===== config.mk =====
export PLATFORM = sky130hd
export DESIGN_NAME = rvb_bmatflip
export DESIGN_NICKNAME = d
export VERILOG_FILES = /design/src/rtl/rvb_pkg.sv /design/src/rtl/rvb_bmatflip_slice.sv /design/src/rtl/rvb_bmatflip.sv
export SDC_FILE = /design/constraint.sdc
export NUM_CORES = 1
export LEC_CHECK = 0
export BUFFER_PORTS_ARGS = -buffer_cell sky130_fd_sc_hd__buf_2
export CORE_MARGIN = 2
export CORE_UTILIZATION = 44
export CTS_CLUSTER_DIAMETER = 120
export DETAILED_ROUTE_END_ITERATION = 10
export PLACE_DENSITY = 0.92
export SLEW_MARGIN = 10
export SYNTH_ARGS = -nofsm -noshare
export SYNTH_HDL_FRONTEND = slang
export SYNTH_SLANG_ARGS = --single-unit

===== constraint.sdc =====
create_clock -name clock -period 1.7 [get_ports clock]
set_input_delay 0.17 -clock clock [delete_from_list [all_inputs] [get_ports clock]]
set_output_delay 0.17 -clock clock [all_outputs]
set_load 0.03 [all_outputs]

===== src/rtl/rvb_pkg.sv =====
// rtl/rvb_pkg.sv - shared constants and types for the rvb bit-manipulation execute units
package rvb_pkg;

  localparam int XLEN = 64;

  typedef enum logic [1:0] {
    IDLE = 2'd0,
    BUSY = 2'd1,
    DONE = 2'd2
  } rvb_state_e;

  // Bit c set means CYCLES=c is supported: 0 is the single-stage build, 1/2/4/8 iterate.
  localparam logic [8:0] CYCLES_LEGAL = 9'b1_0001_0111;

  function automatic logic cycles_legal(input int c);
    if (c < 0 || c > 8) return 1'b0;
    return CYCLES_LEGAL[c[3:0]];
  endfunction

endpackage


===== src/rtl/rvb_bmatflip_slice.sv =====
// rtl/rvb_bmatflip_slice.sv - result-byte slice of the 8x8 bit-matrix transpose
// RVB_BMATFLIP_ANTI_EN adds the anti_i input selecting the anti-transpose.
module rvb_bmatflip_slice #(
  parameter int SLICE_BYTES = 8,
  parameter int IDX_W       = 1
) (
  input  logic [63:0]              mat_i,
  input  logic [IDX_W-1:0]         idx_i,
`ifdef RVB_BMATFLIP_ANTI_EN
  input  logic                     anti_i,
`endif
  output logic [8*SLICE_BYTES-1:0] bytes_o
);

  logic [63:0] full;
  logic [5:0]  base;

  // Result byte i is matrix column i; the anti variant reflects about the other diagonal.
  always_comb begin
    full = '0;
    for (int i = 0; i < 8; i++) begin
      for (int j = 0; j < 8; j++) begin
`ifdef RVB_BMATFLIP_ANTI_EN
        full[8*i+j] = anti_i ? mat_i[8*(7-j)+(7-i)] : mat_i[8*j+i];
`else
        full[8*i+j] = mat_i[8*j+i];
`endif
      end
    end
  end

  assign base    = 6'(idx_i) * 6'(8 * SLICE_BYTES);
  assign bytes_o = full[base +: 8*SLICE_BYTES];

endmodule


===== src/rtl/rvb_bmatflip.sv =====
// rtl/rvb_bmatflip.sv - 8x8 bit-matrix transpose, single-stage (CYCLES=0) or byte-sliced iterative
// RVB_BMATFLIP_ANTI_EN: din_insn14=1 selects the anti-transpose.
module rvb_bmatflip #(
  parameter int CYCLES = 0,
  parameter int XLEN   = 64
) (
  input  logic            clock,
  input  logic            reset,
  input  logic            din_valid,
  output logic            din_ready,
  input  logic [XLEN-1:0] din_rs1,
  input  logic [XLEN-1:0] din_rs2,
  input  logic            din_insn14,
  output logic            dout_valid,
  input  logic            dout_ready,
  output logic [XLEN-1:0] dout_rd
);
  import rvb_pkg::*;

  localparam int NSLICE      = (CYCLES == 0) ? 1 : CYCLES;
  localparam int SLICE_BYTES = 8 / NSLICE;
  localparam int CNT_W       = $clog2(NSLICE) + 1;

  if (!cycles_legal(CYCLES)) begin : g_bad_cycles
    $error("rvb_bmatflip: CYCLES must be 0, 1, 2, 4 or 8");
  end
  if (XLEN != rvb_pkg::XLEN) begin : g_bad_xlen
    $error("rvb_bmatflip: XLEN must be 64");
  end

  logic [63:0]              slice_mat;
  logic [CNT_W-1:0]         slice_idx;
  logic [8*SLICE_BYTES-1:0] slice_bytes;
  logic [XLEN-1:0]          rd_q;
`ifdef RVB_BMATFLIP_ANTI_EN
  logic                     slice_anti;
`endif

  rvb_bmatflip_slice #(
    .SLICE_BYTES(SLICE_BYTES),
    .IDX_W      (CNT_W)
  ) u_slice (
    .mat_i  (slice_mat),
    .idx_i  (slice_idx),
`ifdef RVB_BMATFLIP_ANTI_EN
    .anti_i (slice_anti),
`endif
    .bytes_o(slice_bytes)
  );

  assign dout_rd = rd_q;

  if (CYCLES == 0) begin : g_single
    logic valid_q;

    assign din_ready  = !valid_q || dout_ready;
    assign dout_valid = valid_q;
    assign slice_mat  = din_rs1;
    assign slice_idx  = '0;
`ifdef RVB_BMATFLIP_ANTI_EN
    assign slice_anti = din_insn14;
`endif

    always_ff @(posedge clock) begin
      if (reset) begin
        valid_q <= 1'b0;
        rd_q    <= '0;
      end else if (din_valid && din_ready) begin
        valid_q <= 1'b1;
        rd_q    <= slice_bytes;
      end else if (dout_ready) begin
        valid_q <= 1'b0;
      end
    end
  end else begin : g_iter
    rvb_state_e       state_q, state_d;
    logic [CNT_W-1:0] cnt_q, cnt_d;
    logic [63:0]      mat_q, mat_d;
    logic [XLEN-1:0]  rd_d;
    logic             accept;
`ifdef RVB_BMATFLIP_ANTI_EN
    logic             anti_q, anti_d;

    assign slice_anti = anti_q;
`endif

    assign slice_mat  = mat_q;
    assign slice_idx  = cnt_q;
    assign dout_valid = (state_q == DONE);

    always_ff @(posedge clock) begin
      if (reset) begin
        state_q <= IDLE;
        cnt_q   <= '0;
        mat_q   <= '0;
        rd_q    <= '0;
`ifdef RVB_BMATFLIP_ANTI_EN
        anti_q  <= 1'b0;
`endif
      end else begin
        state_q <= state_d;
        cnt_q   <= cnt_d;
        mat_q   <= mat_d;
        rd_q    <= rd_d;
`ifdef RVB_BMATFLIP_ANTI_EN
        anti_q  <= anti_d;
`endif
      end
    end

    always_comb begin
      state_d   = state_q;
      cnt_d     = cnt_q;
      mat_d     = mat_q;
      rd_d      = rd_q;
`ifdef RVB_BMATFLIP_ANTI_EN
      anti_d    = anti_q;
`endif
      din_ready = 1'b0;
      accept    = 1'b0;
      case (state_q)
        IDLE: begin
          din_ready = 1'b1;
          accept    = din_valid;
        end
        BUSY: begin
          for (int s = 0; s < NSLICE; s++) begin
            if (cnt_q == CNT_W'(s)) rd_d[s*8*SLICE_BYTES +: 8*SLICE_BYTES] = slice_bytes;
          end
          cnt_d = cnt_q + CNT_W'(1);
          if (cnt_q == CNT_W'(NSLICE - 1)) state_d = DONE;
        end
        DONE: begin
          din_ready = dout_ready;
          if (dout_ready) begin
            state_d = IDLE;
            accept  = din_valid;
          end
        end
        default: state_d = IDLE;
      endcase
      // A new operand restarts from a cleared result, also when it arrives on the consume edge.
      if (accept) begin
        state_d = BUSY;
        mat_d   = din_rs1;
        cnt_d   = '0;
        rd_d    = '0;
`ifdef RVB_BMATFLIP_ANTI_EN
        anti_d  = din_insn14;
`endif
      end
    end
  end

`ifdef RVB_BMATFLIP_ANTI_EN
  logic unused_ok;
  assign unused_ok = ^din_rs2;
`else
  logic unused_ok;
  assign unused_ok = ^{din_rs2, din_insn14};
`endif

endmodule


==> results.toml <==
[status]
status = "completed"

[power]
ir_drop_mv = 0.5395
power_density_mw_per_mm2 = 950.5
p_leak_nw = 1.713

[place]
io_buffers = 133
postPlaceCellArea_sq_mm = 0.003465
dp_hpwl_um = 4457
dpl.cell_count = 476
gp_congestion = 0.7593
detailedPlace.worstSlack_ns = 0.4492

[route]
viasPerCell = 5.132
drtPass1Iterations = 4
post-route-drc-count = 0
vias = 2525
wirelength_um = 6712
drtIter0Drc = 129
routedWlPerCell_um = 13.64
postRouteAntennaNets = 0

[floorplan]
core_sq_mm = 0.006241
die_w_um = 83.78
start_util_pct = 44.87
dieArea_sq_mm = 0.007018
die_h_um = 83.78
io_pins = 199
num_rows = 29

[sta]
fmax_mhz = 763.9
worst_slack_ns = 0.3909
finalSetupViolations = 0
grt_setup_unrepaired = "false"
clock_skew_ns = 0.01079
fin_crit_ns = 1.309
fin_crit_sh_pct = 77.01
hold_slack_ns = 0.08634
worstMarginPinSlew_ns = 0.5340
final_hold_viol_count = 0
final.setup.tns_ns = 0
maxSlewHeadroom_pct = 64.40
maxSlewViolCount = 0

[setup_path]
path_buf_inv = 1
crit_required_ns = 1.53
worstSetupPathType = "flip-flop to output pin"
path_max_fanout = 21
cpPeakStageDelay_ns = 0.33
path_cells = "nand2b_4 -> buf_2"
cp_slowest_cell = "dfxtp_1"
crit_arrival_ns = 1.14
endpoint_kind = "output pin"
crit_family = "flip-flops"
start_kind = "flip-flop"
reg2reg_setup_slack_ns = 0.45

[global_route]
grt_max_degree = 130
grt_pass1_vias = 2474
antenna_found_initial = 0
track_usage_pct = 19.35
grt_pass1_wl_um = 11250
overflow = 0

[cells_and_area]
area_growth_pct = 29.98
layout_commonest_cell = "buf_2"
drive_above_1_share_pct = 44.10
antenna_cells = 0
instances_no_fill = 492
final_area_sq_mm = 0.003640
final_cell_mix = "buf_2, a21oi_1, dfxtp_1"
nets = 543

[job]
cap_violations = 0

[synth]
avgSynthCellArea_sq_um = 9.492
ys_seq_elements = 65
synth-seq-area-share_pct = 46.47
synth_warnings = 0
syn_area_sq_mm = 0.002800
syn_inst = 295
synth_nets = 428
synth.distinct_cells = 11

[clock_network]
hold_buffers = 0
cts_tree = "built"
path_clk_slew_ns = 0.07
ctsResizeCount = 0
cts-root-buf = "clkbuf_8"
clk_latency_ns = 0.33
cts_inserted_buffers = 9
cts_sinks = 65
htree_levels = 3
post-cts-setup-buffer-count = 0
clk_path_buf_depth = 2

[min_path]
hp-class = "input pin to flip-flop"
==> cell usage after synthesis, drive strengths merged <==
| cell type | number | share of area (%) |
|---|---|---|
| inv | 1 | 0.13 |
| buf | 28 | 6.0 |
| nand3 | 64 | 11 |
| clkbuf | 7 | 0.94 |
| a21oi | 65 | 12 |
| a21bo | 64 | 23 |
| nand2b | 1 | 0.49 |
| dfxtp | 65 | 46 |
==> per-layer routing <==
metal	vias up	routed length, um	track usage [%]	part of all wire (%)
li1	1285	-	-	-
met3	8	452	5.539	6.7
met4	0	72	7.038	1.1
met5	-	0	0	0
met1	1142	3082	24.46	46
met2	90	3105	31.49	46
==> sequential cells by signal, indices dropped and copies added, names as in the netlist <==
| signal | flops |
|---|---|
| dout_valid | 1 |
| dout_rd | 64 |
==> metrics by stage <==
stage               utilization [%]  total power, mW
global route                  58.32            3.630
floorplan                         -            2.133
finish                        58.32            3.460
CTS                           58.32            3.510
detailed placement            55.51            2.343
global placement              55.51            2.321
==> path summary, 6_finish.rpt <==
check | endpoint | from | cells after the start
max | din_ready | dout_valid$_SDFFE_PP0P_ | 2
min | dout_rd[22]$_SDFFE_PP0P_ | din_rs1[50] | 3
max reg2reg | dout_rd[13]$_SDFFE_PP0P_ | dout_valid$_SDFFE_PP0P_ | 4
min reg2reg | dout_rd[10]$_SDFFE_PP0P_ | dout_rd[10]$_SDFFE_PP0P_ | 2
==> where the power goes <==
| group | internal (mW) | leakage, nW | switching (mW) |
|---|---|---|---|
| sequential | 1.61 | 0.535 | 0.0393 |
| clock | 0.609 | 0.0867 | 0.544 |
| combinational | 0.251 | 1.09 | 0.403 |
==> worst register-to-register path, stage by stage, from the launching register on <==
cell and delay (ns):
dfxtp_1 0.37, nand2b_4 0.19, buf_12 0.23, a21bo_2 0.23, a21oi_1 0.16
==> logic make-up (layout without fill, tap and decap cells) <==
kind of cell           count (synthesis)  count (layout)  share of synthesized area, %
AOI/OAI and AO/OA                    129             129                         34.50
buffers and inverters                 36             156                         7.105
DFF                                   65              65                         46.47
and+or+nand+nor                       65              65                         11.93
==> layout make-up <==
cell class / count / area (sq um)
fillers: 586 / 2601
clock inverters: 2 / 12.51
multi-input cells: 194 / 1300
repair buffers: 139 / 763.2
inverters: 1 / 3.754
well taps: 77 / 96.34
flip-flops and latches: 65 / 1301
clock buffers: 14 / 162.7
(Power assumes the default switching activity.)
